## src/rtl/fetch_unit.sv

```systemverilog
// Instruction fetch sequencer: requests a byte at pc_in, bumps or redirects the
// pc register, and holds the fetched instruction until decode accepts it.
module fetch_unit (
  input  logic       clk,
  input  logic       reset_n,
  input  logic [4:0] pc_in,
  output logic [4:0] next_pc,
  output logic       pc_write,
  output logic       mem_req,
  output logic [4:0] mem_addr,
  input  logic       mem_ready,
  input  logic [7:0] mem_rdata,
  output logic [7:0] instr,
  output logic       instr_valid,
  input  logic       instr_ack,
  input  logic       branch_taken,
  input  logic [4:0] branch_target,
  input  logic       halt
);

  typedef enum logic [2:0] {
    IDLE,
    REQ,
    UPDATE,
    HOLD,
    REDIRECT,
    HALT
  } state_t;

  state_t     state;
  state_t     state_next;
  logic [4:0] target_q;

  // The redirect target is captured on the ack edge so decode may drop it afterwards.
  always_ff @(posedge clk or negedge reset_n) begin
    if (!reset_n) begin
      state    <= IDLE;
      instr    <= 8'h00;
      target_q <= 5'd0;
    end else begin
      state <= state_next;
      if (state == REQ && mem_ready) begin
        instr <= mem_rdata;
      end
      if (state == HOLD && instr_ack && !halt && branch_taken) begin
        target_q <= branch_target;
      end
    end
  end

  always_comb begin
    state_next = state;
    case (state)
      IDLE:     state_next = REQ;
      REQ:      if (mem_ready) state_next = UPDATE;
      UPDATE:   state_next = HOLD;
      HOLD: begin
        if (instr_ack) begin
          if (halt)              state_next = HALT;
          else if (branch_taken) state_next = REDIRECT;
          else                   state_next = REQ;
        end
      end
      REDIRECT: state_next = REQ;
      HALT:     state_next = HALT;
      default:  state_next = IDLE;
    endcase
  end

  // Handshake outputs depend on the state register alone; only the address paths see pc_in.
  always_comb begin
    mem_req     = 1'b0;
    pc_write    = 1'b0;
    instr_valid = 1'b0;
    mem_addr    = pc_in;
    next_pc     = pc_in;
    case (state)
      REQ:      mem_req = 1'b1;
      UPDATE: begin
        pc_write = 1'b1;
        next_pc  = 5'(pc_in + 5'd1);
      end
      HOLD:     instr_valid = 1'b1;
      REDIRECT: begin
        pc_write = 1'b1;
        next_pc  = target_q;
      end
      default: ;
    endcase
  end

endmodule

```

## config.mk

```make
export PLATFORM = sky130hd
export DESIGN_NAME = fetch_unit
export DESIGN_NICKNAME = d
export VERILOG_FILES = /design/src/rtl/fetch_unit.sv
export SDC_FILE = /design/constraint.sdc
export NUM_CORES = 1
export LEC_CHECK = 0
export BUFFER_PORTS_ARGS = -buffer_cell sky130_fd_sc_hd__buf_2
export CAP_MARGIN = 20
export CORE_MARGIN = 10
export CORE_UTILIZATION = 44
export DETAILED_ROUTE_END_ITERATION = 8
export PLACE_DENSITY_LB_ADDON = 0.08
export SYNTH_ARGS = -nofsm -noshare
export SYNTH_HDL_FRONTEND = slang
export SYNTH_SLANG_ARGS = --single-unit
```

## constraint.sdc

```tcl
create_clock -name clk -period 1.85 [get_ports clk]
set_clock_uncertainty 0.15 [all_clocks]
set_input_delay 0.0925 -clock clk [delete_from_list [all_inputs] [get_ports clk]]
set_output_delay 0.0925 -clock clk [all_outputs]
set_load 0.02 [all_outputs]
```

### Yosys cells after proc, flatten, opt, wreduce, memory -nomap -nowiden

Cells that the tools add are included.

| word-level totals | value |
|---|---|
| input port bits | 24 |
| bits in registers | 16 |
| logic and storage cells | 29 |
| output and inout bits | 21 |

| cells by class | value |
|---|---|
| equal/unequal tests | 7 |
| reductions and logical operators | 9 |
| add/subtract/negate cells | 1 |
| multiplexer cells | 9 |

Operator list:

| operator | count |
|---|---|
| $pmux W3 S5 | 1 |
| $mux W3 | 4 |
| $pmux W5 S2 | 1 |
| $eq A3 B2 Y1 const B | 2 |
| $eq A3 B3 Y1 const B | 2 |
| $add A5 B1 Y5 const B | 1 |
| $logic_and A1 B1 Y1 | 4 |
| $ne A2 B2 Y1 const B | 2 |
| $reduce_or A2 Y1 | 2 |
| $eq A3 B1 Y1 const B | 1 |
| $logic_not A3 Y1 | 1 |
| $mux W1 | 3 |
| $reduce_and A2 Y1 | 1 |
| $logic_not A1 Y1 | 1 |

### Logic depth before layout (Yosys ltp)

| logic depth | value |
|---|---|
| word-level depth | 4 |
| mapped depth | 4 |

### Worst setup path after synthesis

OpenSTA, ideal clock, no wires.

| timing path | value |
|---|---|
| path type | reg2out |
| from | register state[0] |
| to | output port next_pc[4] |
| stages on the path, launching flop included | 3 |
| data required time | 1.607 ns |
| arrival | 1.495 ns |
| path slack | 0.112 ns |
| path buffers | 1 |
| path through | dfrtp_1 -> clkbuf_1 -> o311ai_0 |

| on the way | value |
|---|---|
| longest elaborated chain between the ends | 2 |

RTL lines:

| item | line | RTL |
|---|---|---|
| start, declared | 30 | `state_t state;` |
| start signal, assigned | 41 | `state <= state_next;` |
| $eq A3 B3 Y1 or $eq A3 B2 Y1 (tied branches) | 77 | `case (state)` |
| $pmux W5 S2 (*) | 77 |  |
| end, declared | 7 | `output logic [4:0] next_pc,` |

Every way passes the cells marked *; elsewhere a longest branch is shown, timed or not.

### Worst setup path in the final report

| timing path | value |
|---|---|
| from | register state[2] |
| to | output port next_pc[4] |

Same word-level chain as after synthesis.

==> results.json <==
{
  "status": "complete, but fails checks",
  "violations": "negative setup slack",
  "area_growth_pct": 50.6,
  "p_per_area_mw_per_mm2": 1450,
  "start_util": 0.467,
  "fmax_mhz": 536,
  "crit_path_max_fanout": 6,
  "cp_cell_sequence": "nand4b_1, or3_1, o311ai_1, buf_2",
  "period_share": 1.01,
  "r2r_slack_ns": 0.21,
  "dp_hpwl_mm": 1.90,
  "hold_path.class": "primary input to flop",
  "cp_slowest_cell": "dfrtp_2",
  "critPathLaunchType": "flop",
  "clk_latency_ns": 0.28,
  "max_stage_delay_ns": 0.45,
  "critPathCapture": "next_pc[4]",
  "cts_sinks": 16,
  "setup_violations": 1,
  "slew_headroom": 0.754,
  "wl_per_cell_um": 14.7,
  "cts_tree": "yes",
  "route.met2.wl_mm": 1.25,
  "fp.dieH_um": 65.7,
  "critPathLaunch": "state[2]$_DFFE_PN0P_",
  "hold_viol": 0,
  "grt_pass1_wl_mm": 4.22,
  "yosys.cell_types.count": 33,
  "ant_nets": 0,
  "synth_commonest_cells": "dfrtp_1 (16), mux2_2 (13), nand2b_1 (7)",
  "rsz0062_at_grt": "true",
  "synth-compound-area-share": 0.135,
  "synth_seq_area_share": 0.437,
  "drive_gt1_frac": 0.528,
  "num_antenna_cells": 0,
  "synth_mux_area_frac": 0.160,
  "final_cells": 171,
  "via_per_inst": 4.94,
  "synth_xor_area_frac": 0,
  "maxSlewViolCount": 0,
  "drv_cap": 0,
  "synth_top_area_frac": 0.437,
  "ios": 45,
  "synth_ff_type": "dfrtp_1",
  "synth.net_count": 107,
  "ys_warn_count": 0,
  "synth_cells": 82,
  "reg2reg_depth": 4,
  "highest_layer": "met3",
  "antenna_found_initial": 0,
  "hold-worst-slack_ns": 0.0186,
  "synth_edf_count": 0,
  "r2r-end": "instr[3]$_DFFE_PN0P_",
  "first_pass_iters": 4,
  "synth_most_common_cell": "dfrtp_1",
  "drt-initial-drc-count": 33,
  "cts_made_buffers": 3,
  "syn-cell-area_sq_um": 917,
  "endpoint_kind": "primary output",
  "synth_top_family_by_area": "simple AND/OR/NAND/NOR gates",
  "clk_pin_slew_ns": 0.10,
  "synth_adder_area_share": 0.0136,
  "utilization": 0.704,
  "timing.rr.start": "state[2]$_DFFE_PN0P_",
  "grt_use_total": 0.120,
  "dpl.cell_count": 148,
  "tightest_slew_ns": 0.369,
  "grt_overflow": 0,
  "route.vias.total": 845,
  "synth.area.top_cells": "dfrtp_1 (44%), mux2_2 (16%), nand2b_1 (4.8%)",
  "synthArstFlopShare": 1.00,
  "fp.coreArea_sq_mm": 0.00196,
  "die_w_um": 65.7,
  "critPathKind": "flop to primary output",
  "row_count": 16,
  "power.leakage_uw": 0.000639,
  "min_period_ns": 1.87,
  "fin_ws_ns": -0.0172,
  "yosys.area_share.simple": 0.191,
  "final_nets": 170,
  "setup_tns_ns": -0.0172,
  "cp.arrival_ns": 1.62,
  "met3WireLength_um": 201,
  "grt_start_max_net_pins": 17,
  "irDropWorstVdd_mv": 0.825,
  "total_power_uw": 2000,
  "grt_pass1_vias": 889,
  "drcViolationCount": 0,
  "fill_cells": 163,
  "cts_buffer_depth": 2,
  "htreeDepth": 1,
  "syn_avg_cell_area_sq_um": 11.2,
  "dieArea_sq_mm": 0.00431,
  "ys_ff_latch": 16,
  "gp_congestion": 0.783,
  "port_buffers": 44,
  "drt-met1-wl_mm": 1.07,
  "synth_top_cell_by_area": "dfrtp_1",
  "cts_root_buf": "clkbuf_4",
  "wl_mm": 2.52,
  "required_ns": 1.61
}
## placed cells by master, fill, tap and decap left out, types with 3 or more instances in the layout
| cell type | netlist | final |
|---|---|---|
| clkbuf_4 | 0 | 3 |
| nand2b_1 | 7 | 7 |
| mux2_2 | 13 | 13 |
| buf_2 | 2 | 44 |
| buf_4 | 5 | 6 |
| o22a_1 | 4 | 4 |
| dfrtp_2 | 0 | 3 |
| dlygate4sd3_1 | 0 | 16 |
| dfrtp_1 | 16 | 13 |
| nand2_1 | 3 | 3 |
## registers in the layout (all words and copies together), names as in the netlist
name and count:
target_q 5, state 3, instr 8
## how the worst min path moves through the flow
stage | slack, ns | to | start | cells past startpoint
4_1_cts | 0.01 | state[2]$_DFFE_PN0P_ | halt | 3
3_3_place_gp | -0.12 | state[1]$_DFFE_PN0P_ | reset_n | 1
6_report | 0.02 | state[2]$_DFFE_PN0P_ | halt | 3
5_1_grt | 0.009 | state[2]$_DFFE_PN0P_ | halt | 3
3_5_place_dp | -0.12 | state[1]$_DFFE_PN0P_ | reset_n | 1
2_1_floorplan | -0.35 | instr[0]$_DFFE_PN0P_ | reset_n | 0
## layout make-up
cell class / count / area [sq um] / area share
Multi-Input combinational cell: 56 / 474 / 0.343
Clock buffer: 4 / 36.3 / 0.0263
Inverter: 2 / 7.51 / 0.00543
Sequential cell: 16 / 404 / 0.293
Tap cell: 27 / 33.8 / 0.0245
Timing Repair Buffer: 66 / 425 / 0.308
## where the power goes
part | total (uW) | internal (uW) | switching, uW
registers | 656 | 528 | 128
logic | 1110 | 526 | 587
clock network | 236 | 120 | 116
## repair_timing
item                       in CTS  in global routing
pin swaps                       0                  1
setup endpoints to repair       5                  6
gates resized for setup         2                  5
setup buffers                   2                  1
hold endpoints to repair       31                  0
hold buffers                   16                  0
## routing by layer
metal,GRT usage,vias to the layer above
li1,-,424
met1,0.144,395
met2,0.193,26
met3,0.0508,0
met4,0.0321,0
met5,0,-
## worst max-delay path, delay by kind of cell (launching register included)
kind / cells / cell delay (ns)
AO/OA/AOI/OAI: 1 / 0.09
AND/OR/NAND/NOR: 2 / 0.60
buffers and inverters: 1 / 0.21
flip-flops: 1 / 0.45
## kinds of logic (layout without fill, tap and decap cells)
logic type               Yosys count  after routing
AND/OR/NAND/NOR                   26             26
AO/OA/AOI/OAI                     16             16
flip-flops                        16             16
multiplexers                      13             13
buffers and inverters             10             72
adder cells (fa/ha/maj)            1              1
## per-stage QoR
step	instance area [sq um]	worst slack, ns
after floorplan	917	0.112
after global placement	1140	0.219
after detailed placement	1140	0.188
after CTS	1360	-0.0302
after global routing	1380	-0.136
final	1380	-0.0172
(Power assumes the default switching activity.)
